<file path="src/rtl/cpu_pkg.sv">
// Shared CPU definitions: opcodes, instruction field positions and the
// operand-fetch state encoding used by decode, register file and control.
package cpu_pkg;

    localparam int OP_HI  = 15;
    localparam int OP_LO  = 12;
    localparam int RD_HI  = 11;
    localparam int RD_LO  = 9;
    localparam int RS1_HI = 8;
    localparam int RS1_LO = 6;
    localparam int RS2_HI = 5;
    localparam int RS2_LO = 3;

    // 0x0-0x7 are R-type ALU operations; only the upper opcodes are named
    localparam logic [3:0] OP_ADDI = 4'h8;
    localparam logic [3:0] OP_LW   = 4'h9;
    localparam logic [3:0] OP_SW   = 4'hA;
    localparam logic [3:0] OP_BEQ  = 4'hB;
    localparam logic [3:0] OP_BNE  = 4'hC;
    localparam logic [3:0] OP_LUI  = 4'hD;
    localparam logic [3:0] OP_JMP  = 4'hE;
    localparam logic [3:0] OP_HALT = 4'hF;

    typedef enum logic [1:0] {
        IDLE  = 2'd0,
        READ  = 2'd1,
        VALID = 2'd2
    } state_t;

    function automatic logic is_rtype(input logic [3:0] op);
        return !op[3];
    endfunction

endpackage

</file>
<file path="src/rtl/operand_fetch_imm_gen.sv">
// Immediate decoder: derives the immediate value and the use-immediate flag
// from the opcode and raw instruction bits.
module imm_gen
    import cpu_pkg::*;
#(
    parameter int DATA_W = 16
) (
    input  logic [DATA_W-1:0] instr,
    output logic [DATA_W-1:0] imm,
    output logic              use_imm
);

    logic signed [5:0]  off6;
    logic signed [11:0] off12;

    assign off6  = instr[5:0];
    assign off12 = instr[11:0];

    always_comb begin
        imm     = '0;
        use_imm = 1'b0;
        case (instr[OP_HI:OP_LO])
            OP_ADDI, OP_LW: begin
                imm     = DATA_W'(off6);
                use_imm = 1'b1;
            end
            // Stores and branches carry an offset but execute still needs opb
            OP_SW, OP_BEQ, OP_BNE: begin
                imm = DATA_W'(off6);
            end
            OP_LUI: begin
                imm     = {instr[8:0], 7'b0};
                use_imm = 1'b1;
            end
            OP_JMP: begin
                imm     = DATA_W'(off12);
                use_imm = 1'b1;
            end
            default: ;
        endcase
    end

endmodule

</file>
<file path="src/rtl/operand_fetch.sv">
// Decode/operand-fetch stage: holds the instruction, drives register-file
// reads, latches forwarded operands and hands a bundle to execute.
module operand_fetch
    import cpu_pkg::*;
#(
    parameter int DATA_W = 16,
    parameter int REG_AW = 3
) (
    input  logic              clk,
    input  logic              reset,
    input  logic              flush,
    input  logic              instr_valid,
    output logic              instr_ready,
    input  logic [DATA_W-1:0] instr,
    output logic [REG_AW-1:0] reg_src1,
    output logic [REG_AW-1:0] reg_src2,
    input  logic [DATA_W-1:0] read_data1,
    input  logic [DATA_W-1:0] read_data2,
    input  logic              wb_en,
    input  logic [REG_AW-1:0] wb_dst,
    input  logic [DATA_W-1:0] wb_data,
    output logic              op_valid,
    input  logic              op_ready,
    output logic [3:0]        opcode,
    output logic [REG_AW-1:0] rd,
    output logic [DATA_W-1:0] opa,
    output logic [DATA_W-1:0] opb,
    output logic [DATA_W-1:0] imm,
    output logic              use_imm,
    output logic              reg_we
);

    state_t            state, state_next;
    logic [DATA_W-1:0] ir;
    logic [3:0]        ir_op;
    logic              accept;
    logic [REG_AW-1:0] src1, src2, dst;
    logic              writes;
    logic [DATA_W-1:0] imm_dec;
    logic              use_imm_dec;
    logic [DATA_W-1:0] fwd1, fwd2;

    function automatic logic [DATA_W-1:0] forward(
        input logic [REG_AW-1:0] src,
        input logic [DATA_W-1:0] rdata,
        input logic              en,
        input logic [REG_AW-1:0] dst_wb,
        input logic [DATA_W-1:0] data_wb
    );
        if (src == '0)
            return '0;
        if (en && dst_wb == src)
            return data_wb;
        return rdata;
    endfunction

    assign ir_op       = ir[OP_HI:OP_LO];
    assign accept      = (state == IDLE) && instr_valid && !flush;
    assign instr_ready = (state == IDLE) && !flush;
    assign op_valid    = (state == VALID);
    assign reg_src1    = src1;
    assign reg_src2    = src2;

    always_comb begin
        src1   = '0;
        src2   = '0;
        dst    = '0;
        writes = 1'b0;
        if (is_rtype(ir_op)) begin
            src1   = ir[RS1_HI:RS1_LO];
            src2   = ir[RS2_HI:RS2_LO];
            dst    = ir[RD_HI:RD_LO];
            writes = 1'b1;
        end else begin
            case (ir_op)
                OP_ADDI, OP_LW: begin
                    src1   = ir[RS1_HI:RS1_LO];
                    dst    = ir[RD_HI:RD_LO];
                    writes = 1'b1;
                end
                // rd field names the store data / second compare register here
                OP_SW, OP_BEQ, OP_BNE: begin
                    src1 = ir[RS1_HI:RS1_LO];
                    src2 = ir[RD_HI:RD_LO];
                end
                OP_LUI: begin
                    dst    = ir[RD_HI:RD_LO];
                    writes = 1'b1;
                end
                default: ;
            endcase
        end
    end

    imm_gen #(
        .DATA_W(DATA_W)
    ) u_imm_gen (
        .instr  (ir),
        .imm    (imm_dec),
        .use_imm(use_imm_dec)
    );

    assign fwd1 = forward(src1, read_data1, wb_en, wb_dst, wb_data);
    assign fwd2 = forward(src2, read_data2, wb_en, wb_dst, wb_data);

    always_comb begin
        state_next = state;
        case (state)
            IDLE:    if (instr_valid) state_next = READ;
            READ:    state_next = VALID;
            VALID:   if (op_ready) state_next = IDLE;
            default: state_next = IDLE;
        endcase
        if (flush)
            state_next = IDLE;
    end

    always_ff @(posedge clk or posedge reset) begin
        if (reset)
            state <= IDLE;
        else
            state <= state_next;
    end

    always_ff @(posedge clk or posedge reset) begin
        if (reset)
            ir <= '0;
        else if (accept)
            ir <= instr;
    end

    // Bundle is captured once, at the end of READ, so it stays put under backpressure
    always_ff @(posedge clk or posedge reset) begin
        if (reset) begin
            opcode  <= '0;
            rd      <= '0;
            opa     <= '0;
            opb     <= '0;
            imm     <= '0;
            use_imm <= 1'b0;
            reg_we  <= 1'b0;
        end else if (state == READ && !flush) begin
            opcode  <= ir_op;
            rd      <= dst;
            opa     <= fwd1;
            opb     <= fwd2;
            imm     <= imm_dec;
            use_imm <= use_imm_dec;
            reg_we  <= writes;
        end
    end

endmodule

</file>
<file path="config.mk">
export PLATFORM = sky130hd
export DESIGN_NAME = operand_fetch
export DESIGN_NICKNAME = d
export VERILOG_FILES = /design/src/rtl/cpu_pkg.sv /design/src/rtl/operand_fetch_imm_gen.sv /design/src/rtl/operand_fetch.sv
export SDC_FILE = /design/constraint.sdc
export NUM_CORES = 1
export LEC_CHECK = 0
export CORE_ASPECT_RATIO = 0.6
export CORE_UTILIZATION = 43
export DETAILED_ROUTE_END_ITERATION = 12
export MAX_ROUTING_LAYER = met4
export PLACE_DENSITY = 0.92
export SETUP_SLACK_MARGIN = 0.3
export SYNTH_ARGS = -nofsm -noshare
export SYNTH_HDL_FRONTEND = slang
export SYNTH_SLANG_ARGS = --single-unit
</file>
<file path="constraint.sdc">
create_clock -name clk -period 3.3 [get_ports clk]
set_clock_uncertainty 0.05 [all_clocks]
set_input_delay 0.66 -clock clk [delete_from_list [all_inputs] [get_ports clk]]
set_output_delay 0.66 -clock clk [all_outputs]
set_load 0.03 [all_outputs]
</file>
==> impl_results.rst <==
.. list-table::
   :header-rows: 1

   * - Metric
     - Value
   * - Dpl ws
     - 515 ps
   * - P_sw
     - 1430 µW
   * - Total nets after synthesis
     - 386
   * - Hold crit path type
     - reg2reg
   * - Total power density per cell area
     - 748 nW/µm²
   * - Clock root cell
     - clkbuf_16
   * - Chip width
     - 117 µm
   * - Insertion delay of the later-clocked pin in the worst-skew pair
     - 330 ps
   * - Most common cell after layout, fill and taps aside
     - clkdlybuf4s50_1
   * - Post-synthesis async set-or-reset flop share
     - 100%
   * - Worst path required time
     - 2590 ps
   * - Most used flip-flop cell after synthesis
     - dfrtp_1
   * - Number of global-route vias before repair
     - 3023
   * - # resized after CTS
     - 2
   * - Portion of the post-synthesis area used by sequential elements
     - 55.2%
   * - Number of endpoints failing setup at the final stage
     - 0
   * - DRC viols
     - 0
   * - Number of clock buffers inserted by TritonCTS
     - 9
   * - Post-detailed-route count of antenna-violating nets
     - 0
   * - Pleak
     - 0.00216 µW
   * - CTS H-tree lvls
     - 3
   * - CP startpoint kind
     - flip-flop
   * - Clock-pin transition on the worst setup and hold timing paths
     - 50 ps
   * - Buffers on Ports
     - 137
   * - CP Max Fanout
     - 11
   * - Core ar.
     - 7450 µm²
   * - Max clock buf depth
     - 2
   * - Crit path from
     - ir[13]
   * - Switching power share of the total
     - 36.9%
   * - Relative contribution of combinational cells to total power
     - 39.9%
   * - Gate Count Post-Synth
     - 313
   * - Global-route wire length before repair
     - 15600 µm
   * - Routed wire length per instance
     - 18.3 µm
   * - Number of synthesized register bits
     - 75
   * - Count of unique library cells instantiated by Yosys
     - 32
   * - Slew at the pin closest to its max-slew limit
     - 1270 ps
   * - Total grt overflow
     - 0
   * - First-pass iteration count of the detailed router
     - 5
   * - Final Max Slew Viols
     - 0
   * - Total placed cells including tap cells
     - 543
   * - Share of post-route cells with drive strength above 1
     - 10.8%
   * - Cell area after synthesis
     - 3400 µm²
   * - Via density per instance
     - 5.41
   * - Starting density of the core
     - 45.6%
   * - Post-synthesis to final-layout area growth
     - 52.3%
   * - Total Nets Final
     - 523
   * - Vertical die dimension
     - 70.9 µm
   * - Area after detailed placement
     - 4880 µm²
   * - R2r startpoint
     - ir[15]
   * - Internal Dissipation
     - 2440 µW
   * - Number of rows in the core area
     - 24
   * - Total via count in the routed design
     - 3020
   * - # diodes
     - 0
   * - GPL Wtd Cong
     - 0.845
   * - I/O Pins
     - 138
   * - Total GRT Usage
     - 26.2%
   * - Setup repair after global routing missed its margin
     - false
   * - Synth warn
     - 0
   * - Number of antenna violations at the first check in global routing
     - 0
   * - Average instance area after synthesis
     - 10.9 µm²
   * - Run status
     - finished, final reports clean
   * - Hold path startpoint
     - use_imm
   * - Post-route minimum period
     - 2840 ps
   * - Die Footprint
     - 8270 µm²
   * - Most frequent cells in the layout
     - 134 x clkdlybuf4s50_1, 75 x dfrtp_1, 62 x nand2_1
   * - Final Routed Wirelength
     - 10200 µm
   * - Maximum number of pins on one net before global-route repair
     - 44
   * - Endpoints failing hold
     - 0
   * - Final period utilization
     - 86.0%
   * - Number of synthesized flops with an enable pin
     - 0
   * - Fmax
     - 353 MHz
   * - CTS tree
     - yes
   * - CTS hold repair buffers
     - 0
   * - CP Data Arrival Time
     - 2130 ps
   * - Clock tree sinks
     - 75
   * - Total non-filler cell area in the finished layout
     - 5180 µm²
   * - Setup bufs post-CTS
     - 0
   * - Max IR drop VDD
     - 0.503 mV
   * - HPWL reported at the end of detailed placement
     - 7510 µm
   * - Flop pwr share
     - 35.4%
   * - Starting DRC count in detailed routing
     - 185
   * - Worst slew margin relative to its limit
     - 15.3%
   * - Worst setup path class
     - reg2out
   * - Final std cells w/o fill
     - 558
   * - Kind of end point of the critical path
     - primary output
   * - Clk network pwr share
     - 24.7%
   * - Count of max-cap constraint violations
     - 0
   * - Final worst setup slack
     - 463 ps
   * - Final-layout setup total negative slack
     - 0 ps
==> sequential cells by signal (all words and copies together) (netlist names) <==
signal and flops:
imm 16, ir 16, opa 16, opb 16, opcode 4, rd 3
state 2, reg_we 1, use_imm 1
==> final cells by class <==
cell class / instances / area, µm²
clock inverter: 5 / 53.8
sequential: 75 / 1880
tap: 104 / 130
inverter: 2 / 7.51
clock buffer: 10 / 239
timing repair buffer: 146 / 1450
fill: 553 / 2270
multi-input combinational: 216 / 1420
==> worst paths after layout <==
| path | endpoint | slack [ps] | depth (start not counted) |
|---|---|---|---|
| worst max-delay path | reg_src1[2] | 460 | 3 |
| worst min-delay path | use_imm | 430 | 2 |
| worst min register to register | use_imm | 430 | 2 |
| max in group asynchronous | use_imm | 1810 | 3 |
| worst max register to register | opa[2] | 620 | 7 |
| min in group asynchronous | opb[1] | 720 | 2 |
==> stage by stage <==
step	total power (µW)	hold slack (ps)	utilization [%]
2_1_floorplan	2220	435	-
3_3_place_gp	2870	409	65.6
3_5_place_dp	2920	418	65.6
4_1_cts	3890	433	69.5
5_1_grt	4050	454	69.5
6_report	3870	427	69.5
==> power by group through the flow <==
stage	clock, µW	combinational (µW)	sequential, µW
2_1_floorplan	0	505	1720
3_3_place_gp	0	1510	1360
3_5_place_dp	0	1550	1380
4_1_cts	969	1550	1360
5_1_grt	1020	1640	1400
6_report	958	1540	1370
==> cells in the mapped netlist (2+ instances only) <==
library cell,count,area [µm²]
and2_1,5,31.3
buf_2,2,10.0
clkbuf_1,11,41.3
a31oi_2,3,37.5
nor2b_1,3,18.8
a221oi_1,4,35.0
o21ai_1,37,185
inv_1,2,7.51
nand2_1,63,236
mux2i_1,35,350
nor3b_1,2,15.0
o21ai_0,7,35.0
and4_1,2,17.5
buf_6,4,45.0
a22o_1,6,52.6
xnor2_1,6,52.6
dfrtp_1,75,1880
buf_1,2,7.51
mux2_2,16,180
nor2_1,6,22.5
a21oi_1,11,55.1
==> critical path, cell delays in order (launching register included) <==
cell and delay [ps]:
dfrtp_1 510, o211ai_1 340, and2_1 250, clkdlybuf4s50_1 690
==> per-layer routing <==
layer,vias up,GRT usage [%],share of wire [%]
met5,-,-,0
met1,1477,35.2,45
met2,154,38.8,46
met3,22,7.20,7.6
met4,0,8.30,1.9
li1,1367,-,-
==> cell families after synthesis <==
logic type | synth area share, %
muxes | 15.6
buffers and inverters | 3.50
DFF | 55.2
AOI/OAI and AO/OA | 13.0
and+or+nand+nor | 10.9
xor gates and xnor gates | 1.80
(Power assumes the default switching activity.)
